===== src/rtl/pixel_compositor.sv =====
// Breakout final pixel stage: priority colour select, game-over dimming/blinking message, sync delay alignment.
// Optional SCANLINE_EN macro enables odd-line halving driven by an hsync-edge line parity bit.
module pixel_compositor #(
  parameter int unsigned SYNC_DLY     = 2,
  parameter int unsigned BLINK_FRAMES = 30
) (
  input  logic        clock,
  input  logic        reset,
  input  logic        hsync_in,
  input  logic        vsync_in,
  input  logic        video_on_in,
  input  logic [23:0] bg_rgb,
  input  logic        brick_active,
  input  logic        paddle_active,
  input  logic        ball_active,
  input  logic        msg_active,
  input  logic [23:0] brick_rgb,
  input  logic [23:0] paddle_rgb,
  input  logic [23:0] ball_rgb,
  input  logic [23:0] msg_rgb,
  input  logic        game_over_evt,
  input  logic        restart,
  output logic [7:0]  red,
  output logic [7:0]  green,
  output logic [7:0]  blue,
  output logic        hsync,
  output logic        vsync,
  output logic        blank_n,
  output logic        over
);

  localparam int unsigned CW    = 24;
  localparam int unsigned CNT_W = 8;
  localparam logic [CNT_W-1:0] BLINK_LAST = CNT_W'(BLINK_FRAMES - 1);

  typedef enum logic [0:0] {PLAY, OVER} state_t;

  function automatic logic [CW-1:0] halve(input logic [CW-1:0] c);
    return (c >> 1) & 24'h7F7F7F;
  endfunction

  logic [SYNC_DLY-1:0] hs_q, vs_q, von_q;
  logic                vs_prev_q;
  logic                von_mid_c;
  logic                frame_tick_c;

  state_t              state_q, state_d;
  logic [CNT_W-1:0]    cnt_q, cnt_d;
  logic                vis_q, vis_d;
  logic                over_q;

  logic [CW-1:0]       game_c, sel_c, rgb_d, rgb_q;

  // Timing delay chains; sync stages idle high so outputs stay deasserted while refilling.
  always_ff @(posedge clock) begin
    if (reset) begin
      hs_q      <= '1;
      vs_q      <= '1;
      von_q     <= '0;
      vs_prev_q <= 1'b1;
    end else begin
      hs_q      <= {hs_q[SYNC_DLY-2:0], hsync_in};
      vs_q      <= {vs_q[SYNC_DLY-2:0], vsync_in};
      von_q     <= {von_q[SYNC_DLY-2:0], video_on_in};
      vs_prev_q <= vsync_in;
    end
  end

  assign von_mid_c    = von_q[SYNC_DLY-2];
  assign frame_tick_c = vs_prev_q & ~vsync_in;

`ifdef SCANLINE_EN
  logic                hs_prev_q;
  logic [SYNC_DLY-2:0] par_q;
  logic                line_par_c;
  logic                par_mid_c;

  // Parity of the line the timing inputs are on this cycle; frame start forces an even line.
  always_comb begin
    line_par_c = par_q[0];
    if (frame_tick_c) begin
      line_par_c = 1'b0;
    end else if (hs_prev_q && !hsync_in) begin
      line_par_c = ~par_q[0];
    end
  end

  always_ff @(posedge clock) begin
    if (reset) begin
      hs_prev_q <= 1'b1;
      par_q     <= '0;
    end else begin
      hs_prev_q <= hsync_in;
      par_q[0]  <= line_par_c;
      for (int i = 1; i < int'(SYNC_DLY) - 1; i++) begin
        par_q[i] <= par_q[i-1];
      end
    end
  end

  assign par_mid_c = par_q[SYNC_DLY-2];
`endif

  // Play/game-over state, blink counter and message visibility.
  always_comb begin
    state_d = state_q;
    cnt_d   = cnt_q;
    vis_d   = vis_q;
    case (state_q)
      PLAY: begin
        if (game_over_evt) begin
          state_d = OVER;
          cnt_d   = '0;
          vis_d   = 1'b1;
        end
      end
      OVER: begin
        if (restart) begin
          state_d = PLAY;
          cnt_d   = '0;
          vis_d   = 1'b1;
        end else if (frame_tick_c) begin
          if (cnt_q == BLINK_LAST) begin
            cnt_d = '0;
            vis_d = ~vis_q;
          end else begin
            cnt_d = cnt_q + CNT_W'(1);
          end
        end
      end
      default: state_d = PLAY;
    endcase
  end

  // Colour selection: game layers by priority, dimmed in OVER, message overrides undimmed.
  always_comb begin
    game_c = bg_rgb;
    if (ball_active) begin
      game_c = ball_rgb;
    end else if (paddle_active) begin
      game_c = paddle_rgb;
    end else if (brick_active) begin
      game_c = brick_rgb;
    end
    sel_c = game_c;
    if (state_q == OVER) begin
      sel_c = halve(game_c);
      if (msg_active && vis_q) begin
        sel_c = msg_rgb;
      end
    end
`ifdef SCANLINE_EN
    if (par_mid_c) begin
      sel_c = halve(sel_c);
    end
`endif
    rgb_d = von_mid_c ? sel_c : '0;
  end

  always_ff @(posedge clock) begin
    if (reset) begin
      state_q <= PLAY;
      cnt_q   <= '0;
      vis_q   <= 1'b1;
      over_q  <= 1'b0;
      rgb_q   <= '0;
    end else begin
      state_q <= state_d;
      cnt_q   <= cnt_d;
      vis_q   <= vis_d;
      over_q  <= (state_d == OVER);
      rgb_q   <= rgb_d;
    end
  end

  assign red     = rgb_q[23:16];
  assign green   = rgb_q[15:8];
  assign blue    = rgb_q[7:0];
  assign hsync   = hs_q[SYNC_DLY-1];
  assign vsync   = vs_q[SYNC_DLY-1];
  assign blank_n = von_q[SYNC_DLY-1];
  assign over    = over_q;

endmodule


===== config.mk =====
export PLATFORM = sky130hd
export DESIGN_NAME = pixel_compositor
export DESIGN_NICKNAME = d
export VERILOG_FILES = /design/src/rtl/pixel_compositor.sv
export SDC_FILE = /design/constraint.sdc
export NUM_CORES = 1
export LEC_CHECK = 0
export CORE_UTILIZATION = 32
export DETAILED_ROUTE_END_ITERATION = 6
export PLACE_DENSITY = 0.76
export SLEW_MARGIN = 40
export SYNTH_ARGS = -nofsm -noshare
export SYNTH_HDL_FRONTEND = slang
export SYNTH_SLANG_ARGS = --single-unit
export TNS_END_PERCENT = 20

===== constraint.sdc =====
create_clock -name clock -period 1.43 [get_ports clock]
set_input_delay 0.2145 -clock clock [delete_from_list [all_inputs] [get_ports clock]]
set_output_delay 0.2145 -clock clock [all_outputs]
set_load 0.005 [all_outputs]

Word level (Yosys, flattened, before mapping)
Index checks and enable logic that the tools add are counted.
{ "word_totals": {"input_bits": 131, "ff_bits": 41, "output_inout_bits": 28, "elab_cells": 40} }
{ "op_classes": {"eq_ne": 4, "addsub": 1, "n_mux": 18, "n_bitwise": 5, "n_reduce_logical": 4} }
{ "op_table": {"columns": ["operator", "n"], "rows": [
  ["24-bit two-way mux", 5],
  ["8-bit two-way mux", 4],
  ["8-bit case mux with 2 select lines", 1],
  ["8-bit by 1-bit adder with 8-bit output (second input constant)", 1],
  ["8-bit by 5-bit equality test with 1-bit output (second input constant)", 1],
  ["1-bit two-way mux", 6],
  ["1-bit inverter", 4],
  ["1-bit case mux with 2 select lines", 2],
  ["3-bit by 2-bit inequality test with 1-bit output (second input constant)", 1],
  ["3-bit inequality test (second input constant)", 1],
  ["3-bit AND reduction", 1],
  ["2-bit inequality test (second input constant)", 1],
  ["2-bit AND reduction", 1],
  ["2-bit OR reduction", 1],
  ["1-bit AND", 1],
  ["1-bit logical AND", 1]
]} }

Depth between registers and ports, before layout
Gate-level depths: netlist of run 1.
{ "logic_depth": {"word_depth": 5, "ltp_mapped": 6, "mapped_depth_nobuf": 5} }

Least setup slack after synthesis of run 1
No wires, ideal clock.
{ "synth_timing": {"path_kind": "register -> register", "start": "register, netlist name over", "end": "register cnt_q[5]", "path_buffers": 1, "t_required_ns": 1.359, "stages_incl_launch_ff": 6, "period_less_slack_ns": 1.539, "setup_time_ns": 0.071, "path_slack_ns": -0.109, "arrival_ns": 1.467, "cell_sequence": "dfxtp_1 nor2b_2 a21o_1 buf_6 or4_1 a21oi_1"} }
{ "synth_lines": {"columns": ["element", "line", "source"], "rows": [
  ["to (signal assigned)", "169", "cnt_q <= cnt_d;"],
  ["to (decl)", "48", "logic [CNT_W-1:0] cnt_q, cnt_d;"]
]} }

Final worst setup path of run 1
{ "layout_timing": {"start": "input port vsync_in", "end": "register cnt_q[6]"} }
{ "layout_via": {"elab_chain_cells": 4} }
{ "layout_lines": {"columns": ["element", "line", "source"], "rows": [
  ["from (decl)", "10", "input logic vsync_in,"],
  ["1-bit inverter", "70", "assign frame_tick_c = vs_prev_q & ~vsync_in;"],
  ["1-bit AND", "70", null],
  ["3-bit inequality test (no source line)", null, null],
  ["2-bit AND reduction (no source line)", null, null]
]} }
Every way passes these cells.
A chain may end at the register's enable or synchronous reset.

==> results of run 1 <==
## critical path: stages
cell	delay, ns
clkdlybuf4s50_1	0.41
or2b_1	0.25
a21o_4	0.24
buf_4	0.13
buf_4	0.13
o31ai_2	0.23
a21oi_1	0.09
## cell usage after synthesis, types with 2 or more instances
master,instances
dfxtp_1,40
nor2_1,25
o21ai_0,21
nand2b_1,18
a211o_1,17
mux2_2,17
o221ai_1,17
nand2_1,14
clkbuf_1,13
mux2i_1,13
nor2b_1,8
a211oi_1,7
a21oi_1,7
buf_2,5
o22ai_1,5
or2_2,5
inv_1,4
nor3b_1,3
o31ai_1,3
or4_1,3
xnor2_1,3
a21o_1,2
a2bb2oi_1,2
and2_1,2
ha_1,2
nand3_1,2
nand4_1,2
o21bai_1,2
or2b_1,2
## where the power goes
part	internal [mW]	leakage, nW	switching (mW)
Combinational	0.665	1.42	0.354
Clock	0.526	0.0583	0.447
Sequential	1.16	0.327	0.0193
## logic make-up after synthesis
family          Yosys count  share of synthesized area
fa+ha+maj                 2                     0.0107
compound gates           85                      0.258
mux                      30                      0.137
buf+inv                  24                     0.0442
flops                    40                      0.341
simple gates             88                      0.198
xor+xnor                  3                     0.0112
## how the worst max path moves through the flow
stage | slack [ns] | to | startpoint | depth (start not counted)
3_5_place_dp | -0.45 | rgb_q[17]$_SDFF_PP0_ | brick_active | 6
4_1_cts | -0.07 | cnt_q[3]$_SDFFE_PP0P_ | vs_q[0]$_SDFF_PP1_ | 5
5_1_grt | -0.12 | cnt_q[3]$_SDFFE_PP0P_ | vs_q[0]$_SDFF_PP1_ | 5
2_1_floorplan | -0.09 | cnt_q[5]$_SDFFE_PP0P_ | vs_q[0]$_SDFF_PP1_ | 5
6_report | -0.08 | cnt_q[6]$_SDFFE_PP0P_ | vsync_in | 7
3_3_place_gp | -0.44 | rgb_q[1]$_SDFF_PP0_ | ball_active | 6
## stage by stage
step	setup WS [ns]	setup TNS, ns	cell area, sq um	utilization	hold WS, ns
2_1_floorplan	-0.0946	-0.352	2350	-	0.286
3_3_place_gp	-0.442	-12.00	4320	0.622	0.394
3_5_place_dp	-0.451	-12.65	4320	0.622	0.396
4_1_cts	-0.0665	-0.170	4570	0.658	0.421
5_1_grt	-0.124	-0.598	4710	0.679	0.437
6_report	-0.0810	-0.207	4710	0.679	0.419
## registers in the layout, summed over array words and instances (netlist names)
register / count
over: 1
vs_q: 2
cnt_q: 8
hs_q: 2
vis_q: 1
rgb_q: 24
von_q: 2
## routing by layer
| metal | global-route usage | share of wire | vias to the layer above |
|---|---|---|---|
| li1 | - | - | 1385 |
| met1 | 0.265 | 0.39 | 1321 |
| met2 | 0.402 | 0.52 | 102 |
| met3 | 0.0500 | 0.056 | 18 |
| met4 | 0.0894 | 0.028 | 0 |
| met5 | 0 | 0 | - |
## cell type report
class / instances / area [sq um] / share of cell area
clock buffer: 5 / 68.8 / 0.0146
clock inverter: 3 / 47.5 / 0.0101
inverter: 4 / 15.0 / 0.00318
multi-input combinational: 208 / 1620 / 0.344
sequential: 40 / 807 / 0.171
tap: 96 / 120 / 0.0255
timing repair buffer: 203 / 2030 / 0.432
## repair_timing
| item | 4_1_cts | 5_1_grt |
|---|---|---|
| setup endpoints to repair | 29 | 31 |
| hold buffers | 0 | 0 |
| cloned | 1 | 0 |
| endpoints found under the hold margin | 0 | 0 |
| pin swaps | 9 | 8 |
| resized for setup | 16 | 28 |
| buffers inserted | 3 | 2 |
==> impl_metrics.yaml, run 1 <==
outcome:
  status: "finished with violations"
  violations: "negative setup slack"
cts:
  cts_buffers: 5
  cts_tree: "yes"
  clk_path_buf_depth: 2
  clock-sinks: 40
  path_clk_slew_ns: 0.09
  clk_latency_ns: 0.30
  clockRootBuffer: "clkbuf_8"
  htreeDepth: 2
worst_setup_path:
  r2r_cells: 6
  end_kind: "flip-flop"
  arrival_ns: 1.71
  r2r-end: "cnt_q[6]$_SDFFE_PP0P_"
  worst-path-max-fanout: 6
  reg2reg_slack_ns: -0.08
  criticalPathCategory: "in -> reg"
  r2r-start: "vs_q[0]$_SDFF_PP1_"
  start_kind: "primary input"
  critPathRequiredTime_ns: 1.62
worst_hold_path:
  hold_path_end: "hs_q[1]$_SDFF_PP1_"
  hold_depth: 1
  hold_start: "hs_q[0]$_SDFF_PP1_"
  hold_path_class: "reg -> reg"
timing:
  drv_slew: 0
  finalSetupViolations: 4
  worst_slew_pin_slew_ns: 0.294
  finClkSkew_ns: 0.00444
  relSlewSlack: 0.804
  fmax_ghz: 0.662
  fin_ws_ns: -0.0810
  rsz0062_at_grt: "true"
  period_needed_ns: 1.51
  hold_violations: 0
  fin_crit_sh: 1.06
synthesis:
  async_flop_share: 0
  synth_top_area_cell: "dfxtp_1"
  ys_types: 37
  synth.avg_cell_area_sq_um: 8.63
  synth-seq-cells: 40
  synthFlopType: "dfxtp_1"
  yosysWarnings: 0
  synth_top_cell_area_share: 0.341
  synth.area.top_cells: "dfxtp_1 34%, mux2_2 8.2%, a211o_1 6.3%, o221ai_1 6.3%, mux2i_1 5.5%"
  synth-edff-count: 0
  yosysSeqAreaShare: 0.341
  syn_area_sq_um: 2350
  syn_inst: 272
  syn-num-nets: 405
power:
  power_mw: 3.17
  power.density_nw_per_um2: 672
  ir_drop_mv: 0.396
  p_leak_nw: 1.81
layout:
  layout.nets: 595
  syn2layout_area_growth_pct: 101
  drive_gt1_frac: 0.233
  num-fill-cells: 545
  antenna_cells: 0
  mostFrequentLayoutCells: "155 x clkdlybuf4s50_1, 37 x dfxtp_1, 33 x buf_4"
  mostFrequentLayoutCell: "clkdlybuf4s50_1"
  final_cells: 559
floorplan:
  die_height_um: 87.7
  dieArea_sq_um: 7690
  initial_utilization: 0.338
  ios: 159
  die_w_um: 87.7
  rows: 30
  coreArea_sq_um: 6940
global_route:
  grtUsageTotal: 0.227
  grt_antenna_before_repair: 0
  grt_pass1_wl_mm: 13.3
  grt_max_degree: 35
  gr-total-overflow: 0
  grt_pass1_vias: 2772
placement:
  dp_hpwl_mm: 6.62
  port_buffers: 158
  place_congestion: 0.825
  place_inst: 545
routing:
  drt_drc_violations_left: 0
  viasPerCell: 5.06
  drt_wl_total_mm: 9.09
  final_antenna_net_count: 0
  drtIter0Drc: 117
  vias: 2826
  wl_per_cell_um: 16.3
  first_pass_iters: 6
run:
  cap_violations: 0
Power figures use the tool's default switching activity.
==> run 2, diff against run 1 <==
Settings changed: CORE_UTILIZATION 32 to 33, CTS_BUF_LIST from default to sky130_fd_sc_hd__clkbuf_2, PLACE_DENSITY 0.76 to 0.86.
==> run 2 against run 1 <==
The run still ends with negative setup slack left. Register-to-register slack got worse by 0.02 ns. Critical path depth down 3. Die area down 3.0%. Cell count is 2.0% lower. Sequential share of layout area grew 1.5 points. Clock skew is 0.012 ns higher. Hold slack got worse by 0.11 ns. Non-clock buffer count fell by 11. Critical path type is now reg -> reg. Critical endpoint is now cnt_q[5]$_SDFFE_PP0P_. Largest power group unchanged.
==> impl_metrics.yaml, run 2 (synthesis results as in run 1) <==
floorplan:
  dieArea_sq_um: 7460
  ios: 159
  rows: 30
  coreArea_sq_um: 6830
  die_w_um: 86.4
  initial_utilization: 0.344
  die_height_um: 86.4
layout:
  design_area_sq_um: 4370
  largest_reg_flops: 24
  syn2layout_area_growth_pct: 85.9
  regMostFlops: "rgb_q"
  top_regs: "rgb_q: 24 flops, cnt_q: 8 flops"
  mostFrequentLayoutCell: "clkdlybuf4s50_1"
  mostFrequentLayoutCells: "130 x clkdlybuf4s50_1, 30 x dfxtp_1, 28 x dlygate4sd2_1"
  antenna_cells: 0
  layout.nets: 584
  num-fill-cells: 587
  drive_gt1_frac: 0.184
placement:
  dp_slack_ns: -0.484
  place_congestion: 0.836
  port_buffers: 158
  post_dp_cell_area_sq_um: 4300
  dp_hpwl_mm: 7.18
worst_setup_path:
  critPathRequiredTime_ns: 1.78
  worst-path-max-fanout: 7
  arrival_ns: 1.89
  end_kind: "flip-flop"
  reg2reg_slack_ns: -0.10
  criticalPathCategory: "reg -> reg"
  start_kind: "flip-flop"
timing:
  hold_violations: 0
  finalSetupViolations: 5
  worst_slew_pin_slew_ns: 0.396
  fin_crit_sh: 1.07
  fin_setup_tns_ns: -0.203
  fin_ws_ns: -0.104
  period_needed_ns: 1.53
  whs_ns: 0.313
  relSlewSlack: 0.736
  drv_slew: 0
  fmax_ghz: 0.652
  finClkSkew_ns: 0.0166
  rsz0062_at_grt: "true"
power:
  p_sw_mw: 0.738
  power.density_nw_per_um2: 595
  ir_drop_mv: 0.292
  swShare: 0.284
  power_mw: 2.60
  p_leak_nw: 1.78
  seq_power_share: 0.454
  power.share.combinational: 0.350
  pwr-share-clk: 0.195
  internal_power_mw: 1.86
routing:
  wl_per_cell_um: 16.6
  drt_drc_violations_left: 0
  first_pass_iters: 4
  vias: 2858
  final_antenna_net_count: 0
  viasPerCell: 5.22
  drtIter0Drc: 134
  drt_wl_total_mm: 9.10
cts:
  clk_latency_ns: 0.42
  cts_setup_buffers: 0
  clock-sinks: 40
  path_clk_slew_ns: 0.22
  cts_buffers: 5
  clockRootBuffer: "clkbuf_2"
  clk_path_buf_depth: 2
  cts_tree: "yes"
  htreeDepth: 2
worst_hold_path:
  hold_path_class: "in -> reg"
outcome:
  status: "finished with violations"
  violations: "negative setup slack"
global_route:
  grt_antenna_before_repair: 0
  grtUsageTotal: 0.243
  grt_max_degree: 25
  grt_pass1_vias: 2863
  gr-total-overflow: 0
  grt_pass1_wl_mm: 14.0
run:
  cap_violations: 0
-- run 2: final timing paths --
check	startpoint	to	cells after the start
worst max-delay path	vs_q[0]$_SDFF_PP1_	cnt_q[5]$_SDFFE_PP0P_	4
worst max register to register	vs_q[0]$_SDFF_PP1_	cnt_q[5]$_SDFFE_PP0P_	4
worst min register to register	hs_q[0]$_SDFF_PP1_	hs_q[1]$_SDFF_PP1_	1
worst min-delay path	video_on_in	von_q[0]$_SDFF_PP0_	2
-- run 2: timing repair --
item	4_1_cts	5_1_grt
endpoints found under the hold margin	0	0
setup endpoints to repair	38	20
resized for setup	44	4
cloned	0	0
hold buffers	0	0
pin swaps	14	1
-- run 2: stage by stage --
step | utilization | instances
2_1_floorplan | - | 272
3_3_place_gp | 0.629 | 540
3_5_place_dp | 0.629 | 540
4_1_cts | 0.636 | 548
5_1_grt | 0.639 | 548
6_report | 0.639 | 548
-- run 2: routing by layer --
layer	track usage	up-vias	wire, um
met1	0.274	1370	3520
li1	-	1363	-
met4	0.0758	0	153
met5	0	-	0
met3	0.0657	14	589
met2	0.444	111	4830
-- run 2: layout make-up --
class / instances / area, sq um / area share
repair buffers: 192 / 1880 / 0.431
flip-flops and latches: 40 / 813 / 0.186
inverters: 4 / 15.0 / 0.00344
clock inverters: 3 / 13.8 / 0.00315
clock buffers: 5 / 25.0 / 0.00573
multi-input cells: 208 / 1500 / 0.343
well taps: 96 / 120 / 0.0275
-- run 2: worst max-delay path: stages (launching register included) --
cell and delay, ns:
dfxtp_2 0.37, or2b_1 0.25, a21o_4 0.24, or4_1 0.48
a21oi_1 0.14
-- run 2: power by group through the flow --
stage / logic, mW / registers (mW) / clock network, mW
6_report: 0.910 / 1.18 / 0.507
5_1_grt: 0.971 / 1.19 / 0.565
4_1_cts: 0.899 / 1.18 / 0.520
3_5_place_dp: 0.908 / 1.20 / 0
3_3_place_gp: 0.883 / 1.20 / 0
2_1_floorplan: 0.301 / 1.20 / 0
